File: config.mk
export PLATFORM = sky130hd
export DESIGN_NAME = booth8_enc
export DESIGN_NICKNAME = d
export VERILOG_FILES = /design/src/rtl/booth8_pkg.sv /design/src/rtl/booth8_digit.sv /design/src/rtl/booth8_enc.sv
export SDC_FILE = /design/constraint.sdc
export NUM_CORES = 1
export LEC_CHECK = 0
export BUFFER_PORTS_ARGS = -buffer_cell sky130_fd_sc_hd__buf_4
export CAP_MARGIN = 20
export CORE_UTILIZATION = 25
export CTS_BUF_LIST = sky130_fd_sc_hd__clkbuf_8
export DETAILED_ROUTE_END_ITERATION = 12
export GPL_ROUTABILITY_DRIVEN = 0
export HOLD_SLACK_MARGIN = 0.15
export PLACE_DENSITY = 0.43
export SYNTH_ARGS = -nofsm -noshare
export SYNTH_HDL_FRONTEND = slang
export SYNTH_HIERARCHICAL = 1
export SYNTH_SLANG_ARGS = --single-unit
File: constraint.sdc
create_clock -name CLK -period 2.8 [get_ports CLK]
set_input_delay 0.56 -clock CLK [delete_from_list [all_inputs] [get_ports CLK]]
set_output_delay 0.56 -clock CLK [all_outputs]
set_load 0.05 [all_outputs]
File: src/rtl/booth8_pkg.sv
// Shared types and constants for the radix-8 Booth encoder stage.
package booth8_pkg;

    localparam int WIDTH_DEFAULT = 32;
    localparam int LOW_SPLIT     = 17;

    // Groups needed to cover the sign-extended multiplier plus the implicit x[-1].
    function automatic int grp_cnt(input int width);
        return (width >> 2) + 3;
    endfunction

    typedef struct packed {
        logic s;
        logic d;
        logic t;
        logic q;
        logic n;
    } booth_sel_t;

endpackage

File: src/rtl/booth8_digit.sv
// One radix-8 Booth group: 4-bit window {x[3i+2], x[3i+1], x[3i], x[3i-1]} to one-hot magnitude plus sign.
module booth8_digit
    import booth8_pkg::*;
(
    input  logic [3:0] win_i,
    output booth_sel_t sel_o
);

    always_comb begin
        sel_o = '0;
        case (win_i)
            4'b0001, 4'b0010: sel_o.s = 1'b1;
            4'b0011, 4'b0100: sel_o.d = 1'b1;
            4'b0101, 4'b0110: sel_o.t = 1'b1;
            4'b0111:          sel_o.q = 1'b1;
            4'b1000: begin sel_o.q = 1'b1; sel_o.n = 1'b1; end
            4'b1001, 4'b1010: begin sel_o.t = 1'b1; sel_o.n = 1'b1; end
            4'b1011, 4'b1100: begin sel_o.d = 1'b1; sel_o.n = 1'b1; end
            4'b1101, 4'b1110: begin sel_o.s = 1'b1; sel_o.n = 1'b1; end
            // 0000 and 1111 are both digit 0: no select, not negative
            default: sel_o = '0;
        endcase
    end

endmodule

File: src/rtl/booth8_enc.sv
// Two-stage radix-8 Booth encoder: recodes x into per-group selects and builds 3*y with a split adder.
module booth8_enc
    import booth8_pkg::*;
#(
    parameter int WIDTH     = WIDTH_DEFAULT,
    parameter int GROUP_CNT = grp_cnt(WIDTH)
) (
    input  logic                 CLK,
    input  logic                 RST,
    input  logic                 in_valid,
    output logic                 in_ready,
    input  logic [WIDTH-1:0]     x,
    input  logic [WIDTH-1:0]     y,
    output logic                 out_valid,
    input  logic                 out_ready,
    output logic [GROUP_CNT-1:0] s,
    output logic [GROUP_CNT-1:0] d,
    output logic [GROUP_CNT-1:0] t,
    output logic [GROUP_CNT-1:0] q,
    output logic [GROUP_CNT-1:0] n,
    output logic [WIDTH-1:0]     my,
    output logic [WIDTH+1:0]     tmy
);

    localparam int XE_W = 3 * GROUP_CNT;
    localparam int HI_W = WIDTH + 2 - LOW_SPLIT;

    logic                        v1_q, v2_q;
    logic                        adv2, ld1, ld2;
    logic signed [WIDTH-1:0]     x_p1_q, y_p1_q;
    logic [LOW_SPLIT-1:0]        tlo_p1_q;
    logic                        cy_p1_q;
    logic [LOW_SPLIT:0]          tlo_sum;
    logic signed [WIDTH+1:0]     ye_p1;
    logic [HI_W-1:0]             thi_p1;
    logic [XE_W:0]               xw_p1;
    booth_sel_t                  sel_p1 [GROUP_CNT];
    logic [GROUP_CNT-1:0]        s_d, d_d, t_d, q_d, n_d;
    logic [GROUP_CNT-1:0]        s_q, d_q, t_q, q_q, n_q;
    logic [WIDTH-1:0]            my_q;
    logic [WIDTH+1:0]            tmy_q;

    assign adv2     = !v2_q || out_ready;
    assign in_ready = !v1_q || adv2;
    assign ld1      = in_valid && in_ready;
    assign ld2      = v1_q && adv2;

    // ---- P0 -> P1: low slice of 3y = (y<<1) + y, carry out of the top low bit kept for P2
    assign tlo_sum = {1'b0, y[LOW_SPLIT-2:0], 1'b0} + {1'b0, y[LOW_SPLIT-1:0]};

    // ---- P1 -> P2: upper slice of 3y from the sign-extended operand and the stored carry
    assign ye_p1  = {{2{y_p1_q[WIDTH-1]}}, y_p1_q};
    assign thi_p1 = ye_p1[WIDTH:LOW_SPLIT-1] + ye_p1[WIDTH+1:LOW_SPLIT]
                  + {{(HI_W-1){1'b0}}, cy_p1_q};

    // Sign-extended multiplier with the implicit zero x[-1] appended as bit 0.
    assign xw_p1 = {{(XE_W-WIDTH){x_p1_q[WIDTH-1]}}, x_p1_q, 1'b0};

    for (genvar gi = 0; gi < GROUP_CNT; gi++) begin : g_grp
        booth8_digit u_digit (
            .win_i (xw_p1[3*gi+3 -: 4]),
            .sel_o (sel_p1[gi])
        );
    end

    always_comb begin
        s_d = '0;
        d_d = '0;
        t_d = '0;
        q_d = '0;
        n_d = '0;
        for (int i = 0; i < GROUP_CNT; i++) begin
            s_d[i] = sel_p1[i].s;
            d_d[i] = sel_p1[i].d;
            t_d[i] = sel_p1[i].t;
            q_d[i] = sel_p1[i].q;
            n_d[i] = sel_p1[i].n;
        end
    end

    always_ff @(posedge CLK or negedge RST) begin
        if (!RST) begin
            v1_q     <= 1'b0;
            v2_q     <= 1'b0;
            x_p1_q   <= '0;
            y_p1_q   <= '0;
            tlo_p1_q <= '0;
            cy_p1_q  <= 1'b0;
            s_q      <= '0;
            d_q      <= '0;
            t_q      <= '0;
            q_q      <= '0;
            n_q      <= '0;
            my_q     <= '0;
            tmy_q    <= '0;
        end else begin
            if (in_ready) v1_q <= in_valid;
            if (adv2)     v2_q <= v1_q;
            if (ld1) begin
                x_p1_q   <= x;
                y_p1_q   <= y;
                tlo_p1_q <= tlo_sum[LOW_SPLIT-1:0];
                cy_p1_q  <= tlo_sum[LOW_SPLIT];
            end
            if (ld2) begin
                s_q   <= s_d;
                d_q   <= d_d;
                t_q   <= t_d;
                q_q   <= q_d;
                n_q   <= n_d;
                my_q  <= y_p1_q;
                tmy_q <= {thi_p1, tlo_p1_q};
            end
        end
    end

    assign out_valid = v2_q;
    assign s         = s_q;
    assign d         = d_q;
    assign t         = t_q;
    assign q         = q_q;
    assign n         = n_q;
    assign my        = my_q;
    assign tmy       = tmy_q;

endmodule
* Yosys cells after proc, flatten, opt, wreduce, memory -nomap -nowiden
Cells that the tools add are included.
W data, S select, Z words.
** Operators by class
- $add $sub $neg :: 3
- Equal/unequal tests :: 147
- Mux-type cells :: 55
- Reduce and logical (&&, ||, !) cells :: 60
** Operators by type and width (count)
- $eq A4 B4 Y1 const B :: 70
- $eq A4 B3 Y1 const B :: 40
- $reduce_or A4 Y1 :: 31
- $eq A4 B2 Y1 const B :: 20
- $reduce_or A7 Y1 :: 10
- $mux W1 :: 55
- $eq A4 B1 Y1 const B :: 10
- $reduce_or A2 Y1 :: 13
- $add A17 B17 Y18 :: 1
- $add A16 B15 Y17 :: 1
- $add A17 B1 Y17 :: 1
- $eq A3 B3 Y1 const B :: 4
- $eq A3 B2 Y1 const B :: 2
- $eq A3 B1 Y1 const B :: 1
- $logic_and A1 B1 Y1 :: 2
- $logic_not A1 Y1 :: 2
- $logic_or A1 B1 Y1 :: 2
** Storage, ports and cells
- Register bits after elaboration :: 205
- Bits of input ports :: 68
- Output and inout bits :: 123
- Logic and storage cells :: 278

* Longest topological paths before layout
- Depth in word-level cells :: 4
- Mapped depth :: 10
- Depth with buffers taken out :: 10

* By module
Netlist, hierarchy kept.
** By module, submodules not included
- booth8_enc :: instances 1, cells each 1021, area an instance 8881.0 um2, sequential area each 5054.8 um2
- booth8_digit :: instances 11, cells each 11, area an instance 70.1 um2, sequential area each 0.0 um2

* Least setup slack after synthesis
OpenSTA, ideal clock, no wires.
- Path type :: input-to-reg
- Start :: in y[0]
- End :: reg tlo_p1_q[15]
- Library setup time :: 136 ps
- Arrival :: 2304 ps
- Required time :: 2664 ps
- Setup slack :: 360 ps
- Stages :: 9
- Path buffers :: 0
- Path through :: ha_1 fa_1 a211oi_1 o21bai_1 o21ai_0 a31oi_1 a41oi_1 xor2_1 o21ai_0
** On the way
- Cells in the longest elaborated chain, start to end :: 1
** Ends and longest elaborated chain
- from (decl) :: line booth8_enc.sv:13 : input logic [WIDTH-1:0] y,
- $add A17 B17 Y18 :: line booth8_enc.sv:49 : assign tlo_sum = {1'b0, y[LOW_SPLIT-2:0], 1'b0} + {1'b0, y[LOW_SPLIT-1:0]};
- to (signal assigned) :: line booth8_enc.sv:102 : tlo_p1_q <= tlo_sum[LOW_SPLIT-1:0];
- to (decl) :: line booth8_enc.sv:31 : logic [LOW_SPLIT-1:0] tlo_p1_q;
No other way between the ends.
A chain may end at the register's enable or synchronous reset.

* Final worst setup path
- Start :: in y[0]
- End :: reg tlo_p1_q[11]
Same word-level chain as after synthesis.

==> impl_metrics.tcl <==
set metrics [dict create \
    comb_power_share_pct 36.8 \
    ys_top_cells_by_count "nand2_1 (555), dfrtp_1 (202), o21ai_0 (57), clkbuf_1 (44), xnor2_1 (31)" \
    ant_nets 0 \
    cts_tree "yes" \
    dieArea_mm2 0.03940 \
    fin_cells 1917 \
    clock_latency_ns 0.56 \
    endpoint_kind "register" \
    slew-limit-headroom_pct 57.46 \
    clock_path_buffers 3 \
    required_ns 3.23 \
    timing.final.ws_setup_ns 0.2185 \
    area_growth_pct 34.34 \
    grt_pass1_vias 8248 \
    cp_max_fo 2 \
    globalRouteMet2Util_pct 23.26 \
    yosysTopAreaCell "dfrtp_1" \
    setup_viol_count_final 0 \
    finalCriticalPeriod_ns 2.581 \
    post_cts_buffers 0 \
    worstSetupPathType "in -> reg" \
    pre_cts_slack_ns 0.05709 \
    clkPwrFrac_pct 26.8 \
    grt_overflow_total 0 \
    wl_per_cell_um 14.36 \
    reg2reg_depth 8 \
    reg2reg_from "y_p1_q[16]" \
    p_sw_mw 4.510 \
    finalSetupTns_ns 0 \
    postSynthCellCount 1142 \
    synth_area_per_cell_um2 8.452 \
    yosys.cell_count.top_type "nand2_1" \
    cp_data_arrival_time_ns 3.01 \
    rows 71 \
    drc_errors 0 \
    clock-root-buffer "clkbuf_8" \
    synth_seq_area_share_pct 52.37 \
    placedCellCount 1814 \
    multi_input_area_mm2 0.004394 \
    status "completed" \
    core_area_mm2 0.03784 \
    synthArstFlopShare_pct 100.0 \
    top_usage_layer "met2" \
    start_kind "input port" \
    port_buffers 190 \
    grt_setup_unrepaired "false" \
    pwr-share-seq_pct 36.4 \
    powerDensity_mw_per_mm2 847.3 \
    reg2reg_setup_slack_ns 0.23 \
    grt_util_met3_pct 2.882 \
    drive_above_1_share_pct 19.35 \
    synth_edf_count 0 \
    layout.nets 1487 \
    antenna_found_initial 0 \
    routed_wl_mm 27.53 \
    switching_share_pct 41.05 \
    finalHoldViolations 0 \
    worstMarginPinSlew_ns 0.6381 \
    via_count 8238 \
    yosysWarnings 6 \
    fmax_mhz 387.4 \
    holdPathEnd "x_p1_q[3]" \
    grtUsageMet1_pct 18.78 \
    dpl_cell_area_mm2 0.01179 \
    finalPower_mw 10.99 \
    drv_cap 0 \
    reg2reg_to "tmy[32]" \
    synth_ff_type "dfrtp_1" \
    initial_core_util_pct 25.50 \
    leakage_nw 6.640 \
    num_io_pins 191 \
    netlist_area_mm2 0.009652 \
    antenna_cells 0 \
    ir_drop_v 0.0003110 \
    regArea_mm2 0.005055 \
    grt_start_max_net_pins 73 \
    fin_crit_sh_pct 92.20 \
    htree_levels 2 \
    ys_seq_elements 202 \
    fillers 4029 \
    cts.sinks 202 \
    hp-start "x[3]" \
    holdPathStages 3 \
    hpwlAfterDp_mm 19.07 \
    die_y_um 198.5 \
    cts_buffers 40 \
    clk_pin_slew_ns 0.06 \
    hp-class "in -> reg" \
    drtIter0Drc 331 \
    fin_worst_skew_ns 0.01392 \
    netlist-cell-type-count 44 \
    grt_first_pass_wirelength_mm 44.82 \
    synthTopCellsByArea "dfrtp_1 (52%), nand2_1 (22%), ha_1 (3.9%), o21ai_0 (3.0%), xnor2_1 (2.8%)" \
    final_area_mm2 0.01297 \
    power.internal_mw 6.476 \
    grtUsageTotal_pct 14.43 \
    drt_first_pass_iters 5 \
    synth_top_area_share_pct 52.37 \
    slew_violations 0 \
    die_x_um 198.5 \
    drt-vias-per-instance 4.297 \
]
cells by family after synthesis:
logic type,count (synthesis),synth area share [%]
AO/OA/AOI/OAI,132,8.193
XOR/XNOR,42,3.811
adder cells (fa/ha/maj),33,4.511
buffers and inverters,62,2.502
flip-flops,202,52.37
other,1,0.03885
AND/OR/NAND/NOR,670,28.57
how the worst max path moves through the flow:
| stage | from | end | slack [ns] |
|---|---|---|---|
| detailed placement | y[1] | tlo_p1_q[15] | 0.06 |
| CTS | y[0] | tlo_p1_q[15] | 0.13 |
| global route | y_p1_q[16] | tmy[29] | 0.004 |
| finish | y[0] | tlo_p1_q[11] | 0.22 |
| floorplan | y[0] | tlo_p1_q[15] | 0.36 |
| global placement | y[1] | tlo_p1_q[15] | 0.02 |
metrics by stage:
stage	utilization (%)	hold slack, ns
global route	34.26	0.1660
CTS	34.22	0.1503
finish	34.26	0.2032
detailed placement	31.14	0.4529
floorplan	-	0.2644
global placement	31.14	0.4458
routing by layer:
layer | share of wire, % | wire length [um]
met5 | 0 | 0
met2 | 46 | 12750
met3 | 4.5 | 1227
met4 | 2.7 | 746
met1 | 47 | 12810
layout make-up:
cell class | instances | share of cell area [%]
clock inverters | 13 | 0.7044
repair buffers | 250 | 16.00
multi-input cells | 882 | 33.89
clock buffers | 49 | 5.201
flip-flops and latches | 202 | 38.98
inverters | 10 | 0.2895
well taps | 511 | 4.931
placed cells by master, fill, tap and decap left out, types with 17 or more instances in the layout:
cell           count
nand2_1          553
dfrtp_1          202
buf_4            201
o21ai_0           56
clkbuf_8          49
dlygate4sd3_1     41
xnor2_1           31
ha_1              30
a21oi_1           24
nor2_1            24
nand2b_1          17
critical path: stages:
cell	delay (ns)
dlygate4sd3_1	0.54
buf_4	0.14
ha_1	0.21
fa_1	0.40
a211oi_2	0.25
o21bai_1	0.14
a21oi_1	0.24
o21bai_1	0.09
a21o_1	0.20
a31oi_1	0.17
o31ai_1	0.08
power by group through the flow:
stage	registers, mW	logic (mW)	clock network, mW
2_1_floorplan	5.44	1.25	0
5_1_grt	4.10	4.39	3.23
6_report	4.00	4.04	2.95
3_3_place_gp	4.05	4.04	0
3_5_place_dp	4.06	4.05	0
4_1_cts	4.02	4.11	3.11
what timing repair did:
item / CTS / global route
setup endpoints to repair: 0 / 5
resized for setup: 0 / 2
hold endpoints to repair: 106 / 1
hold buffers: 40 / 1
registers in the layout, summed over array words and instances (netlist names):
register	flops
tmy	32
d	11
s	11
x_p1_q	32
v1_q	1
cy_p1_q	1
my	32
y_p1_q	32
tlo_p1_q	16
q	11
n	11
t	11
out_valid	1
(Power assumes the default switching activity.)
